===== src/rtl/alu_chrom_stim_gen.sv =====
// Constrained-random ALU stimulus generator. Each START produces TRANS_COUNT
// transactions whose operands are drawn from a Galois LFSR and clamped into
// per-entry [min,max] ranges. A random delay separates the transactions.
//
// Handshake: a transfer happens on a rising CLK edge where TX_VALID and
// TX_READY are both 1. Once TX_VALID is raised, TX_VALID, TX_A, TX_B and TX_OP
// hold their values until that edge. TX_READY may toggle freely.
module alu_chrom_stim_gen #(
  parameter int          DATA_WIDTH  = 8,
  parameter int          OP_WIDTH    = 4,
  parameter int          A_RANGES    = 8,
  parameter int          B_RANGES    = 8,
  parameter int          D_RANGES    = 4,
  parameter int          DELAY_WIDTH = 4,
  parameter int          TRANS_COUNT = 2,
  parameter logic [31:0] SEED        = 32'h0,
  localparam int         MAX_AB      = (A_RANGES > B_RANGES) ? A_RANGES : B_RANGES,
  localparam int         MAX_DEPTH   = (MAX_AB > D_RANGES) ? MAX_AB : D_RANGES,
  localparam int         IDX_W       = $clog2(MAX_DEPTH)
) (
  input  logic                  CLK,
  input  logic                  RST,
  input  logic                  CFG_WE,
  input  logic [1:0]            CFG_SEL,
  input  logic [IDX_W-1:0]      CFG_IDX,
  input  logic [DATA_WIDTH-1:0] CFG_MIN,
  input  logic [DATA_WIDTH-1:0] CFG_MAX,
  input  logic                  START,
  output logic                  BUSY,
  output logic                  DONE,
  output logic                  TX_VALID,
  input  logic                  TX_READY,
  output logic [DATA_WIDTH-1:0] TX_A,
  output logic [DATA_WIDTH-1:0] TX_B,
  output logic [OP_WIDTH-1:0]   TX_OP
);

  localparam logic [31:0] TAPS      = 32'h80200003;
  localparam logic [31:0] SEED_INIT = (SEED == 32'h0) ? 32'h1 : SEED;
  localparam int          AW        = $clog2(A_RANGES);
  localparam int          BW        = $clog2(B_RANGES);
  localparam int          DW        = $clog2(D_RANGES);
  localparam int          OFS_B     = AW;
  localparam int          OFS_D     = AW + BW;
  localparam int          OFS_OP    = AW + BW + DW;
  localparam int          CNT_W     = $clog2(TRANS_COUNT + 1);
  localparam logic [CNT_W-1:0] CNT_LAST = CNT_W'(TRANS_COUNT - 1);
  localparam logic [31:0] A_DEPTH   = 32'(A_RANGES);
  localparam logic [31:0] B_DEPTH   = 32'(B_RANGES);
  localparam logic [31:0] D_DEPTH   = 32'(D_RANGES);

  typedef enum logic [2:0] {
    S_IDLE, S_SEL, S_GEN_A, S_GEN_B, S_GEN_D, S_DRIVE, S_WAIT
  } state_t;

  state_t                 r_state;
  logic                   r_busy;
  logic                   r_done;
  logic                   r_valid;
  logic [DATA_WIDTH-1:0]  r_a;
  logic [DATA_WIDTH-1:0]  r_b;
  logic [OP_WIDTH-1:0]    r_op;
  logic [CNT_W-1:0]       r_cnt;
  logic [31:0]            r_lfsr;
  logic [AW-1:0]          r_idx_a;
  logic [BW-1:0]          r_idx_b;
  logic [DW-1:0]          r_idx_d;
  logic [DELAY_WIDTH-1:0] r_delay;
  logic [DELAY_WIDTH-1:0] r_wait;

  logic [DATA_WIDTH-1:0]  r_a_min [A_RANGES];
  logic [DATA_WIDTH-1:0]  r_a_max [A_RANGES];
  logic [DATA_WIDTH-1:0]  r_b_min [B_RANGES];
  logic [DATA_WIDTH-1:0]  r_b_max [B_RANGES];
  logic [DELAY_WIDTH-1:0] r_d_min [D_RANGES];
  logic [DELAY_WIDTH-1:0] r_d_max [D_RANGES];

  logic [31:0]            w_rnd;
  logic [31:0]            w_idx32;
  logic [DATA_WIDTH-1:0]  w_val_a;
  logic [DATA_WIDTH-1:0]  w_val_b;
  logic [DELAY_WIDTH-1:0] w_val_d;

  // One Galois step: shift right, fold the taps in when a 1 falls out.
  function automatic logic [31:0] lfsr_step(input logic [31:0] s);
    return s[0] ? ((s >> 1) ^ TAPS) : (s >> 1);
  endfunction

  // Inverted ranges (min > max) resolve to min.
  function automatic logic [31:0] clamp32(input logic [31:0] v,
                                          input logic [31:0] mn,
                                          input logic [31:0] mx);
    logic [31:0] r;
    if (mn > mx)      r = mn;
    else if (v < mn)  r = mn;
    else if (v > mx)  r = mx;
    else              r = v;
    return r;
  endfunction

  assign w_rnd   = lfsr_step(r_lfsr);
  assign w_idx32 = 32'(CFG_IDX);
  assign w_val_a = DATA_WIDTH'(clamp32(32'(w_rnd[DATA_WIDTH-1:0]),
                                       32'(r_a_min[r_idx_a]), 32'(r_a_max[r_idx_a])));
  assign w_val_b = DATA_WIDTH'(clamp32(32'(w_rnd[DATA_WIDTH-1:0]),
                                       32'(r_b_min[r_idx_b]), 32'(r_b_max[r_idx_b])));
  assign w_val_d = DELAY_WIDTH'(clamp32(32'(w_rnd[DELAY_WIDTH-1:0]),
                                        32'(r_d_min[r_idx_d]), 32'(r_d_max[r_idx_d])));

  assign BUSY     = r_busy;
  assign DONE     = r_done;
  assign TX_VALID = r_valid;
  assign TX_A     = r_a;
  assign TX_B     = r_b;
  assign TX_OP    = r_op;

  // Range tables: writable only between batches, out-of-range indices dropped.
  always_ff @(posedge CLK) begin
    if (RST) begin
      for (int i = 0; i < A_RANGES; i++) begin
        r_a_min[i] <= '0;
        r_a_max[i] <= '1;
      end
      for (int i = 0; i < B_RANGES; i++) begin
        r_b_min[i] <= '0;
        r_b_max[i] <= '1;
      end
      for (int i = 0; i < D_RANGES; i++) begin
        r_d_min[i] <= '0;
        r_d_max[i] <= '1;
      end
    end else if (CFG_WE && !r_busy) begin
      case (CFG_SEL)
        2'd0: if (w_idx32 < A_DEPTH) begin
          r_a_min[CFG_IDX[AW-1:0]] <= CFG_MIN;
          r_a_max[CFG_IDX[AW-1:0]] <= CFG_MAX;
        end
        2'd1: if (w_idx32 < B_DEPTH) begin
          r_b_min[CFG_IDX[BW-1:0]] <= CFG_MIN;
          r_b_max[CFG_IDX[BW-1:0]] <= CFG_MAX;
        end
        2'd2: if (w_idx32 < D_DEPTH) begin
          r_d_min[CFG_IDX[DW-1:0]] <= DELAY_WIDTH'(CFG_MIN);
          r_d_max[CFG_IDX[DW-1:0]] <= DELAY_WIDTH'(CFG_MAX);
        end
        default: ;
      endcase
    end
  end

  // Batch sequencer: draw indices/opcode, draw A, B, delay, drive, wait.
  always_ff @(posedge CLK) begin
    if (RST) begin
      r_state <= S_IDLE;
      r_busy  <= 1'b0;
      r_done  <= 1'b0;
      r_valid <= 1'b0;
      r_a     <= '0;
      r_b     <= '0;
      r_op    <= '0;
      r_cnt   <= '0;
      r_lfsr  <= SEED_INIT;
      r_idx_a <= '0;
      r_idx_b <= '0;
      r_idx_d <= '0;
      r_delay <= '0;
      r_wait  <= '0;
    end else begin
      r_done <= 1'b0;
      case (r_state)
        S_IDLE: begin
          if (START) begin
            r_state <= S_SEL;
            r_busy  <= 1'b1;
            r_cnt   <= '0;
          end
        end
        S_SEL: begin
          r_lfsr  <= w_rnd;
          r_idx_a <= w_rnd[0 +: AW];
          r_idx_b <= w_rnd[OFS_B +: BW];
          r_idx_d <= w_rnd[OFS_D +: DW];
          r_op    <= w_rnd[OFS_OP +: OP_WIDTH];
          r_state <= S_GEN_A;
        end
        S_GEN_A: begin
          r_lfsr  <= w_rnd;
          r_a     <= w_val_a;
          r_state <= S_GEN_B;
        end
        S_GEN_B: begin
          r_lfsr  <= w_rnd;
          r_b     <= w_val_b;
          r_state <= S_GEN_D;
        end
        S_GEN_D: begin
          r_lfsr  <= w_rnd;
          r_delay <= w_val_d;
          r_valid <= 1'b1;
          r_state <= S_DRIVE;
        end
        S_DRIVE: begin
          if (TX_READY) begin
            r_valid <= 1'b0;
            if (r_cnt == CNT_LAST) begin
              r_state <= S_IDLE;
              r_busy  <= 1'b0;
              r_done  <= 1'b1;
              r_cnt   <= '0;
            end else begin
              r_cnt <= r_cnt + 1'b1;
              if (r_delay == '0) begin
                r_state <= S_SEL;
              end else begin
                r_wait  <= r_delay;
                r_state <= S_WAIT;
              end
            end
          end
        end
        S_WAIT: begin
          if (r_wait == DELAY_WIDTH'(1)) r_state <= S_SEL;
          else                           r_wait  <= r_wait - 1'b1;
        end
        default: r_state <= S_IDLE;
      endcase
    end
  end

endmodule

===== config.mk =====
export PLATFORM = sky130hd
export DESIGN_NAME = alu_chrom_stim_gen
export DESIGN_NICKNAME = d
export VERILOG_FILES = /design/src/rtl/alu_chrom_stim_gen.sv
export SDC_FILE = /design/constraint.sdc
export NUM_CORES = 1
export LEC_CHECK = 0
export CAP_MARGIN = 20
export CORE_ASPECT_RATIO = 2
export CORE_MARGIN = 1
export CORE_UTILIZATION = 64
export CTS_BUF_LIST = sky130_fd_sc_hd__clkbuf_4
export DETAILED_ROUTE_END_ITERATION = 12
export GPL_ROUTABILITY_DRIVEN = 0
export HOLD_SLACK_MARGIN = 0.05
export PLACE_DENSITY = 0.82
export SYNTH_ARGS = -nofsm -noshare
export SYNTH_HDL_FRONTEND = slang
export SYNTH_SLANG_ARGS = --single-unit

===== constraint.sdc =====
create_clock -name CLK -period 4.9 [get_ports CLK]
set_input_delay 0.98 -clock CLK [delete_from_list [all_inputs] [get_ports CLK]]
set_output_delay 0.98 -clock CLK [all_outputs]
set_load 0.02 [all_outputs]

Word level (Yosys, flattened, before mapping)
Memory sizes are Yosys's and may differ from the RTL's. A register that Yosys moved wholly into a read port is not among the register bits.
Cells that the tools add are included.
Widths: inputs -> output; s select.
{"block": "totals", "out_inout_bits": 23, "memories": 6, "wordCells": 152, "in_bits": 26, "reg_bits": 76, "ramBits": 288}
{"name": "r_a_max", "depth": 8, "word_bits": 8, "rd": 1, "rd_ports_with_merged_regs": 1, "write_ports": 8, "line": "72", "text": "logic [DATA_WIDTH-1:0] r_a_max [A_RANGES];"}
{"name": "r_a_min", "depth": 8, "word_bits": 8, "rd": 1, "rd_ports_with_merged_regs": 1, "write_ports": 8, "line": "71", "text": "logic [DATA_WIDTH-1:0] r_a_min [A_RANGES];"}
{"name": "r_b_max", "depth": 8, "word_bits": 8, "rd": 1, "rd_ports_with_merged_regs": 1, "write_ports": 8, "line": "74", "text": "logic [DATA_WIDTH-1:0] r_b_max [B_RANGES];"}
{"name": "r_b_min", "depth": 8, "word_bits": 8, "rd": 1, "rd_ports_with_merged_regs": 1, "write_ports": 8, "line": "73", "text": "logic [DATA_WIDTH-1:0] r_b_min [B_RANGES];"}
{"name": "r_d_max", "depth": 4, "word_bits": 4, "rd": 1, "rd_ports_with_merged_regs": 1, "write_ports": 4, "line": "76", "text": "logic [DELAY_WIDTH-1:0] r_d_max [D_RANGES];"}
{"name": "r_d_min", "depth": 4, "word_bits": 4, "rd": 1, "rd_ports_with_merged_regs": 1, "write_ports": 4, "line": "75", "text": "logic [DELAY_WIDTH-1:0] r_d_min [D_RANGES];"}
{"block": "op_classes", "muxes": 78, "n_lt_le_gt_ge": 11, "n_eq_ne": 17, "bitwise_logic": 3, "reduce_logical": 21, "n_addsub": 2}
{"operator": "$mux 8", "count": 10}
{"operator": "$mux 3", "count": 17}
{"operator": "$mux 4", "count": 9}
{"operator": "$gt 8x8->1", "count": 4}
{"operator": "$mux 32", "count": 1}
{"operator": "$reduce_or 8->1", "count": 4}
{"operator": "$mux 1", "count": 27}
{"operator": "$pmux 3 s7", "count": 1}
{"operator": "$mux 2", "count": 9}
{"operator": "$lt 8x8->1", "count": 2}
{"operator": "$ne 2x2->1 const B", "count": 7}
{"operator": "$reduce_or 4->1", "count": 3}
{"operator": "$eq 3x3->1 const B", "count": 3}
{"operator": "$gt 4x4->1", "count": 2}
{"operator": "$pmux 4 s2", "count": 1}
{"operator": "$eq 3x2->1 const B", "count": 2}
{"operator": "$reduce_and 3->1", "count": 2}
{"operator": "$reduce_bool 2->1", "count": 3}
{"operator": "$reduce_and 5->1", "count": 1}
{"operator": "$eq 2x1->1 const B", "count": 2}
{"operator": "$eq 4x1->1 const B", "count": 1}
{"operator": "$logic_not 4->1", "count": 1}
{"operator": "$lt 3x4->1 const B", "count": 1}
{"operator": "$lt 4x4->1", "count": 1}
{"operator": "other kinds (16)", "count": 18}

Logic depth before layout (Yosys ltp)
{"block": "depth", "word_depth": 8, "depth_mapped": 13, "mapped_depth_nobuf": 10}

Worst setup path after synthesis
OpenSTA, ideal clock, no wires.
{"block": "synth_path", "path_type": "reg-to-reg", "start": "register (tool-made name)", "end": "register r_a[0], in the netlist TX_A[0]", "arrival_ps": 3370, "synth_period_minus_slack_ps": 3492, "path_buffers": 3, "setup_ps": 122, "path_slack_ps": 1408, "stages_incl_launch_ff": 13, "path_cell_list": "dfxtp_1 buf_4 buf_6 buf_6 mux4_2 mux2i_1 ha_1 nor2b_1 o211ai_1 a21oi_1 o21ai_1 mux2_2 a221o_1"}
{"element": "end signal, assigned", "line": "188", "text": "r_a <= w_val_a;"}
{"element": "end, declared", "line": "60", "text": "logic [DATA_WIDTH-1:0] r_a;"}

==> insert_results.sql <==
INSERT INTO impl_metrics (metric_group, metric, value, unit) VALUES
('placement', 'port_buffers', '48', ''),
('timing', 'timing.final.hold_violations', '0', ''),
('cts', 'cts-root-buf', 'clkbuf_4', ''),
('drt', 'count_of_vias_placed_by_the_detailed_router', '11800', ''),
('worst_setup_path', 'critPathRequiredTime', '5.53', 'ns'),
('cts', 'tritoncts_buffers', '83', ''),
('drt', 'iteration_0_drc_count_of_the_detailed_router', '845', ''),
('synthesis', 'unique_masters_post_synth', '60', ''),
('synthesis', 'yosys_register_bits', '372', ''),
('timing', 'timing.final.crit_share', '79.7', '%'),
('synthesis', 'synth-edff-count', '288', ''),
('timing', 'timing.slew.headroom', '27.1', '%'),
('floorplan', 'fp.coreArea', '0.0275', 'sq mm'),
('worst_setup_path', 'critPathCaptureType', 'flop', ''),
('drt', 'route.detailed.drc', '0', ''),
('final_layout', 'finish.net_count', '1567', ''),
('drt', 'dr.pass1.iters', '6', ''),
('job', 'drv_cap', '0', ''),
('grt', 'grt.total_usage', '32.7', '%'),
('floorplan', 'die_area', '0.0287', 'sq mm'),
('worst_setup_path', 'crit_arrival', '4.54', 'ns'),
('power', 'post-layout-total-power', '6860', 'uW'),
('outcome', 'outcome', 'finished clean', ''),
('synthesis', 'synthCells', '1399', ''),
('grt', 'first_global_vias', '12200', ''),
('worst_setup_path', 'worst-setup-path-type', 'reg -> reg', ''),
('drt', 'via_per_inst', '6.22', ''),
('synthesis', 'async_flop_share', '0', '%'),
('drt', 'routedWlPerCell', '23.6', 'um'),
('floorplan', 'floorplan.initialDensity', '65.1', '%'),
('cts', 'ctsHtreeMaxLevel', '3', ''),
('power', 'pd_cells', '345', 'mW/mm^2'),
('timing', 'final_max_slew_viol_count', '0', ''),
('cts', 'cts-hold-fix-buffers', '0', ''),
('synthesis', 'synthFlopType', 'edfxtp_1', ''),
('floorplan', 'die_w', '120', 'um'),
('synthesis', 'mappedNetlistNets', '1484', ''),
('final_layout', 'most_frequent_standard_cell_in_the_layout_excluding_fill_and_tap_cells', 'edfxtp_1', ''),
('grt', 'grt_remaining_overflow', '0', ''),
('floorplan', 'rows', '86', ''),
('floorplan', 'chipHeight', '239', 'um'),
('synthesis', 'post_synth.cell_area_avg', '12.8', 'sq um'),
('timing', 'max_clock_freq', '0.256', 'GHz'),
('hold_path', 'hold_class', 'reg -> reg', ''),
('worst_setup_path', 'critical_path_peak_fanout', '19', ''),
('cts', 'post-cts-setup-buffer-count', '0', ''),
('drt', 'drt.antenna.violating_nets', '0', ''),
('timing', 'final.setup.tns', '0', 'ns'),
('placement', 'dp.final_hpwl', '31800', 'um'),
('cts', 'post_cts_resized', '0', ''),
('cts', 'clock_insertion_delay_worst_skew', '0.77', 'ns'),
('final_layout', 'syn2layout_area_growth', '10.7', '%'),
('grt', 'grt_start_max_net_pins', '74', ''),
('cts', 'cts.clk_slew.worst_paths', '0.07', 'ns'),
('synthesis', 'syn-cell-area', '0.0179', 'sq mm'),
('drt', 'wirelength', '44900', 'um'),
('hold_path', 'timing.hold.worst.start', 'r_lfsr[18]$_SDFFE_PP0P_', ''),
('timing', 'period_needed', '3.90', 'ns'),
('cts', 'clock_sink_count', '372', ''),
('synthesis', 'synth_sequential_area_ratio', '57.6', '%'),
('grt', 'initial_antenna_violation_count', '2', ''),
('power', 'worst_ir_drop_vdd', '0.233', 'mV'),
('worst_setup_path', 'startpoint_type', 'flop', ''),
('cts', 'tritoncts', 'yes', ''),
('timing', 'finalSetupViolCount', '0', ''),
('power', 'total_leakage_power', '0.00668', 'uW'),
('cts', 'clk_path_buf_depth', '3', ''),
('timing', 'setup_repair_after_global_routing_missed_its_margin', 'false', ''),
('final_layout', 'final_layout_size_suffix_gt1_share', '17.8', '%'),
('synthesis', 'synth-warning-count', '0', ''),
('floorplan', 'ioPinCount', '49', ''),
('grt', 'global_route_wire_length_before_repair', '68400', 'um'),
('timing', 'slew_at_the_pin_closest_to_its_max_slew_limit', '1.08', 'ns'),
('timing', 'clock_skew', '0.0627', 'ns'),
('final_layout', 'commonest_cells_after_routing_fill_and_taps_aside', '288 x edfxtp_1, 142 x and2_1, 124 x nand2_1, 124 x clkbuf_4, 102 x or3_1', '');
[critical path: stages, from the launching register on]
cell and delay, ns:
dfxtp_2 0.81, buf_4 0.33, mux4_2 0.54, mux2i_1 0.46, ha_1 0.35, nor2b_1 0.14
o211ai_1 0.15, a21oi_1 0.21, or2_2 0.42, o2111ai_1 0.28, nand2_1 0.08
[power by group]
group          internal (uW)  total [uW]  switching [uW]
Clock                   1220        2420            1200
Combinational            323         877             554
Sequential              3490        3560            75.2
[stage by stage]
step	cell area, sq um	hold slack [ns]	util, %	instances	worst slack, ns
final	19900	0.449	72.1	1898	0.996
after global routing	19900	0.474	72.1	1898	0.770
after CTS	19900	0.450	72.1	1897	1.04
after detailed placement	18800	0.447	68.2	1749	0.975
after global placement	18800	0.437	68.2	1748	1.11
after floorplan	17900	0.432	-	1399	1.41
[layout make-up]
class	instances	area [sq um]
antenna	1	2.50
clock buffer	124	931
clock inverter	24	125
fill	1854	7690
inverter	37	139
multi-input combinational	893	7050
sequential	372	10300
tap	352	440
timing repair buffer	95	836
[registers in the layout, indices dropped and copies added, names as in the netlist, 2 cells and up, named ones only]
name,cells
r_a_max,64
r_a_min,64
r_b_max,64
r_b_min,64
r_lfsr,32
r_d_max,16
r_d_min,16
TX_A,8
TX_B,8
TX_OP,4
r_delay,4
r_wait,4
r_idx_a,3
r_idx_b,3
r_state,3
r_cnt,2
r_idx_d,2
[worst paths after layout]
path                        endpoint  slack [ns]  cells after the start
min          r_lfsr[17]$_SDFFE_PP0P_        0.45                      2
max             TX_B[4]$_SDFFE_PP0N_         1.0                     10
min reg2reg  r_lfsr[17]$_SDFFE_PP0P_        0.45                      2
max reg2reg     TX_B[4]$_SDFFE_PP0N_         1.0                     10
[kinds of logic after synthesis]
family          synth area share, %
compound gates                 6.27
xor+xnor                      0.342
fa+ha+maj                      4.12
buf+inv                        3.17
flops                          57.6
mux                            11.7
simple gates                   16.8
[Yosys cell counts (all sizes together) (25+ instances only)]
library cell  instances  share of area [%]
edfxtp              288                 48
and2                142                5.0
nand2               124                2.6
or3                 102                3.6
dfxtp                84                9.4
a21oi                74                2.1
clkbuf               72                1.5
mux4                 72                9.1
ha                   59                4.1
nand2b               48                1.7
mux2i                41                2.4
inv                  37               0.77
nor2                 36               0.75
o21ai                26               0.79
buf                  25               0.89
or2                  25               0.87
[per-layer routing]
metal  share of wire, %  routed length [um]  global-route usage, %  up-vias
li1                   -                   -                      -     5401
met1                 32               14300                   31.3     5773
met2                 56               25100                   61.8      485
met3                5.5                2460                   6.01      155
met4                6.8                3050                   21.9        0
met5                  0                   0                      0        -
No activity file was read; power rests on OpenSTA's default activity.
